## src/rtl/branch_resolve_unit.sv

```systemverilog
`default_nettype none
// ============================================================================
// Module      : branch_resolve_unit
// Description : Execute-stage branch/jump resolution with a one-entry output
//               stage, misprediction redirect and post-redirect squash.
//               Optional perf counters: define BRU_PERF_CNT_EN.
// Revision    : 1.0 - initial release
// ============================================================================

`ifndef EXE_RES_JUMP
`define EXE_RES_JUMP 3'b101
`endif
`ifndef EXE_JIRL_OP
`define EXE_JIRL_OP  8'h2C
`endif
`ifndef EXE_BEQ_OP
`define EXE_BEQ_OP   8'h2D
`endif
`ifndef EXE_BNE_OP
`define EXE_BNE_OP   8'h2E
`endif
`ifndef EXE_BLT_OP
`define EXE_BLT_OP   8'h2F
`endif
`ifndef EXE_BGE_OP
`define EXE_BGE_OP   8'h30
`endif
`ifndef EXE_BLTU_OP
`define EXE_BLTU_OP  8'h31
`endif
`ifndef EXE_BGEU_OP
`define EXE_BGEU_OP  8'h32
`endif

module branch_resolve_unit #(
    parameter int ADDR_WIDTH    = 32,
    parameter int DATA_WIDTH    = 32,
    parameter int ALU_OP_WIDTH  = 8,
    parameter int ALU_SEL_WIDTH = 3,
    parameter int GPR_NUM       = 32
) (
    input  logic                       clk,
    input  logic                       rst,
    input  logic                       flush_i,
    input  logic                       in_valid_i,
    output logic                       in_ready_o,
    input  logic [ADDR_WIDTH-1:0]      pc_i,
    input  logic [ALU_OP_WIDTH-1:0]    aluop_i,
    input  logic [ALU_SEL_WIDTH-1:0]   alusel_i,
    input  logic [DATA_WIDTH-1:0]      rj_data_i,
    input  logic [DATA_WIDTH-1:0]      rd_data_i,
    input  logic [DATA_WIDTH-1:0]      imm_i,
    input  logic                       wb_valid_i,
    input  logic [$clog2(GPR_NUM)-1:0] wb_addr_i,
    input  logic                       pred_taken_i,
    input  logic [ADDR_WIDTH-1:0]      pred_target_i,
    output logic                       out_valid_o,
    input  logic                       out_ready_i,
    output logic [ADDR_WIDTH-1:0]      out_pc_o,
    output logic                       taken_o,
    output logic [DATA_WIDTH-1:0]      link_data_o,
    output logic                       wb_valid_o,
    output logic [$clog2(GPR_NUM)-1:0] wb_addr_o,
`ifdef BRU_PERF_CNT_EN
    output logic [31:0]                perf_branch_cnt_o,
    output logic [31:0]                perf_mispred_cnt_o,
`endif
    output logic                       redirect_valid_o,
    output logic [ADDR_WIDTH-1:0]      redirect_pc_o
);

    localparam logic [ALU_SEL_WIDTH-1:0] c_RES_JUMP = ALU_SEL_WIDTH'(`EXE_RES_JUMP);
    localparam logic [ALU_OP_WIDTH-1:0]  c_OP_JIRL  = ALU_OP_WIDTH'(`EXE_JIRL_OP);
    localparam logic [ALU_OP_WIDTH-1:0]  c_OP_BEQ   = ALU_OP_WIDTH'(`EXE_BEQ_OP);
    localparam logic [ALU_OP_WIDTH-1:0]  c_OP_BNE   = ALU_OP_WIDTH'(`EXE_BNE_OP);
    localparam logic [ALU_OP_WIDTH-1:0]  c_OP_BLT   = ALU_OP_WIDTH'(`EXE_BLT_OP);
    localparam logic [ALU_OP_WIDTH-1:0]  c_OP_BGE   = ALU_OP_WIDTH'(`EXE_BGE_OP);
    localparam logic [ALU_OP_WIDTH-1:0]  c_OP_BLTU  = ALU_OP_WIDTH'(`EXE_BLTU_OP);
    localparam logic [ALU_OP_WIDTH-1:0]  c_OP_BGEU  = ALU_OP_WIDTH'(`EXE_BGEU_OP);

    typedef enum logic [0:0] {
        S_RUN        = 1'b0,
        S_WAIT_FLUSH = 1'b1
    } state_t;

    state_t r_state;
    state_t w_state_nxt;

    logic                       r_out_valid;
    logic [ADDR_WIDTH-1:0]      r_out_pc;
    logic                       r_taken;
    logic [DATA_WIDTH-1:0]      r_link_data;
    logic                       r_wb_valid;
    logic [$clog2(GPR_NUM)-1:0] r_wb_addr;
    logic                       r_redirect_valid;
    logic [ADDR_WIDTH-1:0]      r_redirect_pc;

    logic                  w_is_jump;
    logic                  w_cond;
    logic                  w_taken;
    logic                  w_mispredict;
    logic                  w_run_ready;
    logic                  w_load;
    logic [ADDR_WIDTH-1:0] w_target;
    logic [ADDR_WIDTH-1:0] w_pc_plus4;
    logic [ADDR_WIDTH-1:0] w_redirect_pc;

    // ---------------- condition and target evaluation ----------------
    always_comb begin
        w_cond   = 1'b0;
        w_target = pc_i + ADDR_WIDTH'(imm_i);
        case (aluop_i)
            c_OP_JIRL: begin
                w_cond   = 1'b1;
                w_target = ADDR_WIDTH'(rj_data_i) + ADDR_WIDTH'(imm_i);
            end
            c_OP_BEQ:  w_cond = (rj_data_i == rd_data_i);
            c_OP_BNE:  w_cond = (rj_data_i != rd_data_i);
            c_OP_BLT:  w_cond = ($signed(rj_data_i) <  $signed(rd_data_i));
            c_OP_BGE:  w_cond = ($signed(rj_data_i) >= $signed(rd_data_i));
            c_OP_BLTU: w_cond = (rj_data_i <  rd_data_i);
            c_OP_BGEU: w_cond = (rj_data_i >= rd_data_i);
            default:   w_cond = 1'b0;
        endcase
    end

    assign w_is_jump     = (alusel_i == c_RES_JUMP);
    assign w_taken       = w_is_jump && w_cond;
    assign w_pc_plus4    = pc_i + ADDR_WIDTH'(4);
    assign w_mispredict  = (w_taken != pred_taken_i) ||
                           (w_taken && (w_target != pred_target_i));
    assign w_redirect_pc = w_taken ? w_target : w_pc_plus4;

    // In WAIT_FLUSH everything offered is swallowed, so readiness is unconditional.
    assign w_run_ready = !r_out_valid || out_ready_i;
    assign in_ready_o  = (r_state == S_WAIT_FLUSH) || w_run_ready;
    assign w_load      = in_valid_i && (r_state == S_RUN) && w_run_ready && !flush_i;

    // ---------------- control FSM ----------------
    always_ff @(posedge clk or negedge rst) begin
        if (!rst) begin
            r_state <= S_RUN;
        end else begin
            r_state <= w_state_nxt;
        end
    end

    always_comb begin
        w_state_nxt = r_state;
        case (r_state)
            S_RUN:        if (w_load && w_mispredict) w_state_nxt = S_WAIT_FLUSH;
            S_WAIT_FLUSH: w_state_nxt = S_WAIT_FLUSH;
            default:      w_state_nxt = S_RUN;
        endcase
        if (flush_i) begin
            w_state_nxt = S_RUN;
        end
    end

    // ---------------- output stage ----------------
    always_ff @(posedge clk or negedge rst) begin
        if (!rst) begin
            r_out_valid      <= 1'b0;
            r_out_pc         <= '0;
            r_taken          <= 1'b0;
            r_link_data      <= '0;
            r_wb_valid       <= 1'b0;
            r_wb_addr        <= '0;
            r_redirect_valid <= 1'b0;
            r_redirect_pc    <= '0;
        end else begin
            r_redirect_valid <= 1'b0;
            if (flush_i) begin
                r_out_valid <= 1'b0;
            end else if (w_load) begin
                r_out_valid <= 1'b1;
                r_out_pc    <= pc_i;
                r_taken     <= w_taken;
                r_link_data <= DATA_WIDTH'(w_pc_plus4);
                r_wb_valid  <= wb_valid_i;
                r_wb_addr   <= wb_addr_i;
                if (w_mispredict) begin
                    r_redirect_valid <= 1'b1;
                    r_redirect_pc    <= w_redirect_pc;
                end
            end else if (out_ready_i) begin
                r_out_valid <= 1'b0;
            end
        end
    end

    assign out_valid_o      = r_out_valid;
    assign out_pc_o         = r_out_pc;
    assign taken_o          = r_taken;
    assign link_data_o      = r_link_data;
    assign wb_valid_o       = r_wb_valid;
    assign wb_addr_o        = r_wb_addr;
    assign redirect_valid_o = r_redirect_valid;
    assign redirect_pc_o    = r_redirect_pc;

`ifdef BRU_PERF_CNT_EN
    logic [31:0] r_branch_cnt;
    logic [31:0] r_mispred_cnt;

    // Saturating counters; flush does not disturb them.
    always_ff @(posedge clk or negedge rst) begin
        if (!rst) begin
            r_branch_cnt  <= '0;
            r_mispred_cnt <= '0;
        end else begin
            if (w_load && w_is_jump && (r_branch_cnt != 32'hFFFF_FFFF)) begin
                r_branch_cnt <= r_branch_cnt + 32'd1;
            end
            if (w_load && w_mispredict && (r_mispred_cnt != 32'hFFFF_FFFF)) begin
                r_mispred_cnt <= r_mispred_cnt + 32'd1;
            end
        end
    end

    assign perf_branch_cnt_o  = r_branch_cnt;
    assign perf_mispred_cnt_o = r_mispred_cnt;
`endif

endmodule

`default_nettype wire
```

## config.mk

```make
export PLATFORM = sky130hd
export DESIGN_NAME = branch_resolve_unit
export DESIGN_NICKNAME = d
export VERILOG_FILES = /design/src/rtl/branch_resolve_unit.sv
export SDC_FILE = /design/constraint.sdc
export NUM_CORES = 1
export LEC_CHECK = 0
export ABC_CLOCK_PERIOD_IN_PS = 2750
export CAP_MARGIN = 40
export CELL_PAD_IN_SITES_DETAIL_PLACEMENT = 0
export CELL_PAD_IN_SITES_GLOBAL_PLACEMENT = 1
export CORE_ASPECT_RATIO = 0.9
export CORE_MARGIN = 3
export CORE_UTILIZATION = 35
export DETAILED_ROUTE_END_ITERATION = 8
export PLACE_DENSITY_LB_ADDON = 0.1
export SYNTH_ARGS = -nofsm -noshare
export SYNTH_HDL_FRONTEND = slang
export SYNTH_SLANG_ARGS = --single-unit
```

## constraint.sdc

```tcl
create_clock -name clk -period 2.75 [get_ports clk]
set_clock_uncertainty 0.2 [all_clocks]
set_input_delay 0.55 -clock clk [delete_from_list [all_inputs] [get_ports clk]]
set_output_delay 0.55 -clock clk [all_outputs]
set_load 0.01 [all_outputs]
```

After elaboration in Yosys (flattened, before gate mapping)
Cells that the tools add are included.
{ "word_totals": {"register_bits": 106, "input_bits": 183, "out_inout_bits": 106, "word_cells": 56} }
{ "classes": {"n_addsub": 3, "n_lt_le_gt_ge": 4, "n_eq_ne": 12, "mux": 12, "bitwise_logic": 2, "n_reduce_logical": 14} }
{ "ops": {"columns": ["cell", "n"], "rows": [
  ["$add 32x32->32", 2],
  ["$ge 32x32->1", 2],
  ["$lt 32x32->1", 2],
  ["$mux 32", 2],
  ["$ne 32x32->1", 2],
  ["$eq 8x6->1 const B", 7],
  ["$add 32x3->32 const B", 1],
  ["$eq 32x32->1", 1],
  ["$mux 1", 8],
  ["$pmux 1 s7", 1],
  ["$logic_and 1x1->1", 6],
  ["$eq 3x3->1 const B", 1],
  ["$logic_or 1x1->1", 3],
  ["$reduce_and 3->1", 1],
  ["$reduce_bool 3->1", 1],
  ["$logic_not 1->1", 2],
  ["$not 1->1", 2],
  ["$pmux 1 s2", 1],
  ["$reduce_and 2->1", 1],
  ["$ne 1x1->1", 1]
]} }

Depth between registers and ports, before layout
Gate-level depths: netlist of run 1.
{ "logic_depth": {"ltp_word": 9, "mapped_depth": 23, "ltp_nobuf": 20} }

Worst setup path after synthesis of run 1
No wires, ideal clock.
{ "synth_path": {"path_type": "input to register", "start": "input aluop_i[7]", "end": "register r_redirect_pc[10], in the netlist redirect_pc_o[10]", "setup_time_ns": 0.125, "arrival_time_ns": 5.154, "required_ns": 2.425, "path_slack_ns": -2.729, "path_stages": 21, "n_path_buf": 4, "path_cell_list": "nor2_1 > nand2_1 > nor3_1 > nand2_1 > clkbuf_1 > mux2_2 > ha_1 > buf_4 > a21oi_1 > o21ai_1 > a21oi_1 > mux2_2 > a2111o_1 > a2111oi_2 > o2111ai_1 > nor4_2 > nand4_2 > and2_4 > buf_6 > buf_6 > mux2_4"} }
{ "synth_via": {"elab_chain_len": 6, "word_cells_on_any_way": 16, "classes_between": "eq/ne (9); mux (3); reduce/logical (4)"} }
{ "synth_lines": {"columns": ["item", "line", "text"], "rows": [
  ["from (decl)", "48", "input logic [ALU_OP_WIDTH-1:0] aluop_i,"],
  ["$eq 8x6->1", "112", "case (aluop_i)"],
  ["$mux 32 / $pmux 1 s7 (equally long branches)", "112", null],
  ["$ne 32x32->1 / $logic_and 1x1->1 (equally long branches)", "131, 128", null],
  ["$logic_and 1x1->1 / $ne 1x1->1 (equally long branches)", "131, 130", null],
  ["$logic_or 1x1->1", "130", "assign w_mispredict = (w_taken != pred_taken_i) ||"],
  ["$reduce_and 3->1 (no line)", null, null],
  ["to (signal assigned)", "184", "r_redirect_pc <= w_redirect_pc;"],
  ["to (decl)", "96", "logic [ADDR_WIDTH-1:0] r_redirect_pc;"]
]} }
Several ways; a longest one is shown, not always the timed one.
A chain may end at the register's enable or synchronous reset.

Worst setup path after layout of run 1
{ "layout_path": {"start": "input aluop_i[7]", "end": "register r_redirect_pc[14], in the netlist redirect_pc_o[14]"} }
Same word-level chain as after synthesis.

==> flow_metrics.tcl, run 1 <==
set metrics [dict create \
    status "complete, but fails checks" \
    violations "negative setup slack" \
    ys_types 76 \
    cp_data_arrival_time_ps 5000 \
    coreArea_um2 25300 \
    crit_top_cell "mux2_4" \
    antenna_found_initial 2 \
    grt_pass1_vias 9901 \
    whs_endpoint "wb_addr_o[2]$_DFFE_PN0P_" \
    wl_met2_um 17000 \
    final_nets 1810 \
    routed_wl_um 38700 \
    clkLatencyLatePin_ps 350 \
    clock_sinks 104 \
    power_density_nw_per_um2 434 \
    setup_ws_ps -2200 \
    die_w_um 175 \
    crit_chain "buf_6 -> nor2_4 -> nand2_2 -> nor3_4 -> nand2_4 -> buf_12 -> mux2_4 -> ha_4 -> a211o_4 -> a221oi_4 -> buf_4 -> a21o_4 -> a211oi_4 -> xnor2_1 -> o2111ai_1 -> or4b_4 -> nor4_4 -> nand4_2 -> and2_4 -> clkbuf_16 -> mux2_4" \
    synth-async-reset-ratio 1.00 \
    maxSlewViolCount 0 \
    grt_first_pass_wirelength_um 58000 \
    critical_path_class "input pin to register" \
    syn_inst 980 \
    yosysSeqAreaShare 0.289 \
    hp-class "register to register" \
    ff2ff_path_depth 6 \
    route.met3.wl_um 2280 \
    synth_fp_nets 1232 \
    cts.path.max_buffers 2 \
    fin_crit_ps 4950 \
    synth_area_um2 9010 \
    stdcell_count 1905 \
    yosys_warnings 0 \
    antenna_cells 0 \
    grt_max_degree 55 \
    slowest_delay_ps 600 \
    rr_endpoint "redirect_pc_o[14]$_DFFE_PN0P_" \
    gp_congestion 0.932 \
    fin_util 0.625 \
    endpoint_kind "register" \
    drtPass1Iterations 5 \
    cts-root-buf "clkbuf_16" \
    remaining_drc_errors 0 \
    postSynthAreaPerCell_um2 9.19 \
    rows 55 \
    grt_setup_unrepaired "true" \
    filler_cell_count 2277 \
    die-area_um2 27700 \
    fmax_ghz 0.202 \
    syn_to_final_growth_pct 75.1 \
    multi_input_area_um2 6810 \
    finalCritPeriodShare 1.80 \
    hold_viol 0 \
    r2r_setup_slack_ps 670 \
    worst_ep_required_time_ps 2800 \
    regArea_um2 2600 \
    hold_depth 1 \
    worst_slew_pin_slew_ps 519 \
    track_usage 0.274 \
    finalSetupViolCount 35 \
    avgRoutedWirePerCell_um 20.3 \
    ys_ff_latch 104 \
    dpl_worst_slack_ps -2940 \
    ctsHtreeMaxLevel 3 \
    drt_iter0_markers 585 \
    clkTransAtPathRegs_ps 90 \
    leakage_nw 6.88 \
    dp.final_hpwl_um 32200 \
    ys.flop_type "dfrtp_1" \
    drtAntennaViolNets 0 \
    cap_violations 0 \
    cp-startpoint "aluop_i[7]" \
    path_max_fanout 7 \
    ios 289 \
    synth_edf_count 0 \
    vdd_drop_max_mv 0.297 \
    holdCritStartpoint "wb_addr_o[2]$_DFFE_PN0P_" \
    viasPerCell 5.11 \
    cp-start-kind "input pin" \
    layout-drive-gt1-share 0.367 \
    vias 9738 \
    cts_buffers 9 \
    slew_headroom 0.651 \
    dp.cells 1861 \
    cts_tree "built" \
    critical-path-slowest-cell "or4b_4" \
    power_mw 6.85 \
    die_height_um 158 \
    top_layer "met5" \
    start_util 0.357 \
    r2r-start "r_state$_DFF_PN0_" \
    wl_met1_um 18800 \
    grt_overflow 0 \
    port-buffer-count 288 \
]
-- power breakdown --
part	switching, mW	internal (mW)
clock network	0.711	0.658
registers	0.189	1.83
logic	1.50	1.95
total	2.40	4.45
-- sequential cells by signal, indices dropped and copies added (netlist names) --
register / cells
out_valid_o: 1
taken_o: 1
wb_valid_o: 1
redirect_pc_o: 32
out_pc_o: 32
wb_addr_o: 5
redirect_valid_o: 1
r_state: 1
link_data_o: 30
-- synthesized netlist by cell type (6+ instances only) --
library cell	number	area [um2]
mux2_2	70	788
a31oi_1	10	62.6
and4_1	6	52.6
buf_2	6	30.0
nor3_1	10	50.1
nor3b_1	6	45.0
o21a_1	8	60.1
mux2i_1	12	120
a21oi_1	100	500
nand2_1	73	274
nor2b_1	7	43.8
inv_1	47	176
xnor2_1	53	464
buf_4	6	45.0
ha_1	68	851
a21o_1	11	82.6
a211o_1	7	61.3
o21ai_0	27	135
xor2_1	33	289
and3_1	10	62.6
a211oi_1	7	52.6
mux2_4	26	390
nor2_1	87	327
nand4_1	27	169
o21ai_1	7	35.0
clkbuf_1	23	86.3
nand2b_1	13	81.3
dfrtp_1	104	2600
nand3_1	27	135
-- kinds of logic after synthesis --
kind of cell | share of synthesized area
muxes | 0.148
DFF | 0.289
xor gates and xnor gates | 0.101
AOI/OAI and AO/OA | 0.163
adders and majority gates | 0.0967
and+or+nand+nor | 0.159
buffers and inverters | 0.0435
-- cell type report --
| type | count | area share |
|---|---|---|
| multi-input combinational | 788 | 0.432 |
| timing repair buffer | 608 | 0.346 |
| sequential | 104 | 0.165 |
| tap | 342 | 0.0271 |
| clock buffer | 10 | 0.0152 |
| inverter | 47 | 0.0117 |
| clock inverter | 6 | 0.00333 |
-- worst max-delay path by stage --
| stage | cells after the start | to | slack [ps] |
|---|---|---|---|
| floorplan | 22 | redirect_pc_o[10]$_DFFE_PN0P_ | -2190 |
| global placement | 22 | redirect_pc_o[31]$_DFFE_PN0P_ | -2920 |
| detailed placement | 22 | redirect_pc_o[1]$_DFFE_PN0P_ | -2940 |
| CTS | 23 | redirect_pc_o[9]$_DFFE_PN0P_ | -2090 |
| global route | 21 | redirect_pc_o[14]$_DFFE_PN0P_ | -2320 |
| finish | 21 | redirect_pc_o[14]$_DFFE_PN0P_ | -2200 |
-- metrics by stage --
| stage | setup TNS, ps | hold slack, ps | area, um2 |
|---|---|---|---|
| final | -74250 | 311 | 15800 |
| after global routing | -78470 | 331 | 15800 |
| after CTS | -70640 | 314 | 15600 |
| after detailed placement | -107080 | 287 | 14700 |
| after global placement | -106820 | 276 | 14700 |
| after floorplan | -72380 | 54.4 | 9400 |
-- routing by layer --
layer,track usage,up-vias
met5,0,-
met4,0.0558,2
met3,0.0410,46
met2,0.432,331
met1,0.400,4651
li1,-,4708
-- placed cells by master (no fill, tap or decap), drive strengths merged, types with 49 or more instances in the layout --
cell type	Yosys	final
clkdlybuf4s50	0	271
inv	47	49
a21oi	103	103
nor2	87	87
buf	17	319
mux2	99	99
ha	68	68
dfrtp	104	104
nand2	75	75
xnor2	53	53
-- worst max-delay path, delay by kind of cell --
family	cells	cell delay, ps
fa+ha+maj	1	220
buf+inv	4	640
xor+xnor	1	200
mux	2	620
compound gates	5	1070
simple gates	8	1670
-- timing repair --
action | CTS | global route
gates resized for setup | 82 | 41
gates cloned | 3 | 1
endpoints found under the setup margin | 48 | 45
pin swaps | 23 | 25
buffers inserted | 18 | 9
hold buffers | 1 | 0
endpoints found under the hold margin | 29 | 0
Note: power is estimated with default switching activity, not from simulation.
==> run 2, diff against run 1 <==
- ABC_CLOCK_PERIOD_IN_PS: 2750 -> 6300
- CORE_UTILIZATION: 35 -> 38
- clock period: 2.75 -> 6.3 ns (I/O delays scaled with it)
==> run 2 against run 1 <==
Effect of this change:
- the flow now finishes without violations
- die area down 7.6%
- first-iteration DRC count increased by 12%
- final area fell by 11%
- sequential share of layout area is 2.1 points higher
- register-to-register slack improved by 3100 ps
- final cell count fell by 9.1%
- setup slack gained 2400 ps
- combinational power down 60%
- critical path depth up 2
- utilization shrank 1.3 points
- total power is 59% lower
- hold slack worse by 5.1 ps
- largest cell class unchanged
- largest power group unchanged
==> flow_metrics.tcl, run 2 (synthesized netlist as in run 1, its figures left out) <==
set metrics [dict create \
    grt_overflow 0 \
    final_nets 1682 \
    rows 52 \
    critPathTopFamily "compound AO/OA/AOI/OAI gates" \
    cap_violations 0 \
    finalSetupViolCount 0 \
    vias 9154 \
    path_max_fanout 16 \
    slowest_delay_ps 400 \
    final_cell_mix "clkdlybuf4s50_1, buf_4, dfrtp_1" \
    final.setup.tns_ps 0 \
    critical-path-slowest-cell "clkdlybuf4s50_1" \
    clkTransAtPathRegs_ps 70 \
    hold_viol 0 \
    cp-startpoint "aluop_i[7]" \
    cp_data_arrival_time_ps 6090 \
    grt_first_pass_wirelength_um 53500 \
    slew_headroom 0.443 \
    drtAntennaViolNets 0 \
    syn_to_final_growth_pct 55.5 \
    die-area_um2 25600 \
    power_mw 2.81 \
    drtPass1Iterations 5 \
    die_height_um 152 \
    hp-class "register to register" \
    coreArea_um2 22900 \
    endpoint_kind "register" \
    cts.path.max_buffers 2 \
    port-buffer-count 288 \
    fin_crit_ps 6060 \
    cts-root-buf "clkbuf_16" \
    dp.final_hpwl_um 30300 \
    grt_pass1_vias 9040 \
    ctsHtreeMaxLevel 3 \
    filler_cell_count 2044 \
    layout-drive-gt1-share 0.244 \
    fmax_ghz 0.165 \
    die_w_um 168 \
    leakage_nw 6.10 \
    maxSlewViolCount 0 \
    gp_congestion 0.915 \
    cts_buffers 9 \
    worst_ep_required_time_ps 6330 \
    holdCritStartpoint "redirect_pc_o[31]$_DFFE_PN0P_" \
    drt_iter0_markers 653 \
    remaining_drc_errors 0 \
    vdd_drop_max_mv 0.204 \
    routed_wl_um 35600 \
    antenna_cells 0 \
    crit_chain "clkdlybuf4s50_1 -> nor2_1 -> nand2_1 -> nor3_2 -> buf_4 -> nand2_2 -> buf_12 -> mux2_2 -> ha_1 -> a211o_1 -> a221oi_4 -> buf_6 -> a21o_4 -> buf_4 -> nand2_4 -> a2111o_1 -> a2111oi_2 -> o2111ai_1 -> nor4_2 -> nand4_2 -> and2_4 -> buf_12 -> mux2_1" \
    grt_max_degree 57 \
    power_density_nw_per_um2 200 \
    clock_sinks 104 \
    viasPerCell 5.29 \
    clkLatencyLatePin_ps 350 \
    cts_tree "built" \
    avgRoutedWirePerCell_um 20.6 \
    ios 289 \
    layout_commonest_cell "clkdlybuf4s50_1" \
    cp-start-kind "input pin" \
    track_usage 0.270 \
    worst_slew_pin_slew_ps 815 \
    finalCritPeriodShare 0.962 \
    status "complete, no violations" \
    start_util 0.393 \
    antenna_found_initial 0 \
    critPathBufInv 6 \
    critical_path_class "input pin to register" \
    r2r-start "out_valid_o$_DFFE_PN0P_" \
]
==> run 2: changes by cell type in the layout (fill, tap and decap cells not counted), moves of 11 or more <==
cell | previous run | this run
inv_1 | 34 | 47
ha_1 | 40 | 67
nor2_1 | 76 | 87
ha_4 | 25 | 0
clkdlybuf4s50_1 | 271 | 287
buf_4 | 301 | 186
==> run 2: per-stage QoR <==
stage	cells	util	hold WS (ps)	area [um2]	worst slack [ps]
finish	1732	0.612	305	14000	240
global route	1732	0.612	307	14000	-3.69
CTS	1729	0.605	305	13800	19.6
detailed placement	1713	0.591	283	13500	-460
global placement	1712	0.590	271	13500	-439
floorplan	980	-	267	9010	111
==> run 2: cell type report <==
type	count	area, um2	area share
Inverter	47	176	0.0126
Sequential cell	104	2600	0.186
Multi-Input combinational cell	788	6180	0.441
Clock buffer	10	229	0.0163
Clock inverter	6	57.6	0.00411
Tap cell	297	372	0.0265
Timing Repair Buffer	480	4390	0.314
==> run 2: power by group <==
group          internal (mW)  leakage [nW]  total, mW  switching, mW
sequential             0.801          1.21      0.879         0.0782
combinational          0.763          4.75       1.37          0.610
clock                  0.280         0.142      0.557          0.277
==> run 2: routing by layer <==
metal | wire, um | global-route usage | up-vias
met4 | 525 | 0.0448 | 0
met3 | 1910 | 0.0346 | 33
met2 | 16100 | 0.426 | 276
met1 | 17100 | 0.402 | 4396
li1 | - | - | 4449
met5 | 0 | 0 | -
==> run 2: final timing paths <==
kind,endpoint,slack [ps],depth (start not counted)
max in group asynchronous,link_data_o[3]$_DFFE_PN0P_,4500,2
min in group asynchronous,link_data_o[8]$_DFFE_PN0P_,600,1
max,redirect_pc_o[4]$_DFFE_PN0P_,240,23
max reg2reg,wb_addr_o[3]$_DFFE_PN0P_,3780,5
min reg2reg,redirect_pc_o[31]$_DFFE_PN0P_,310,1
min,redirect_pc_o[31]$_DFFE_PN0P_,310,1
==> run 2: timing repair <==
action,CTS,global route
setup endpoints to repair,29,34
pin swaps,1,14
setup buffers,0,3
hold buffers,0,0
resized for setup,6,32
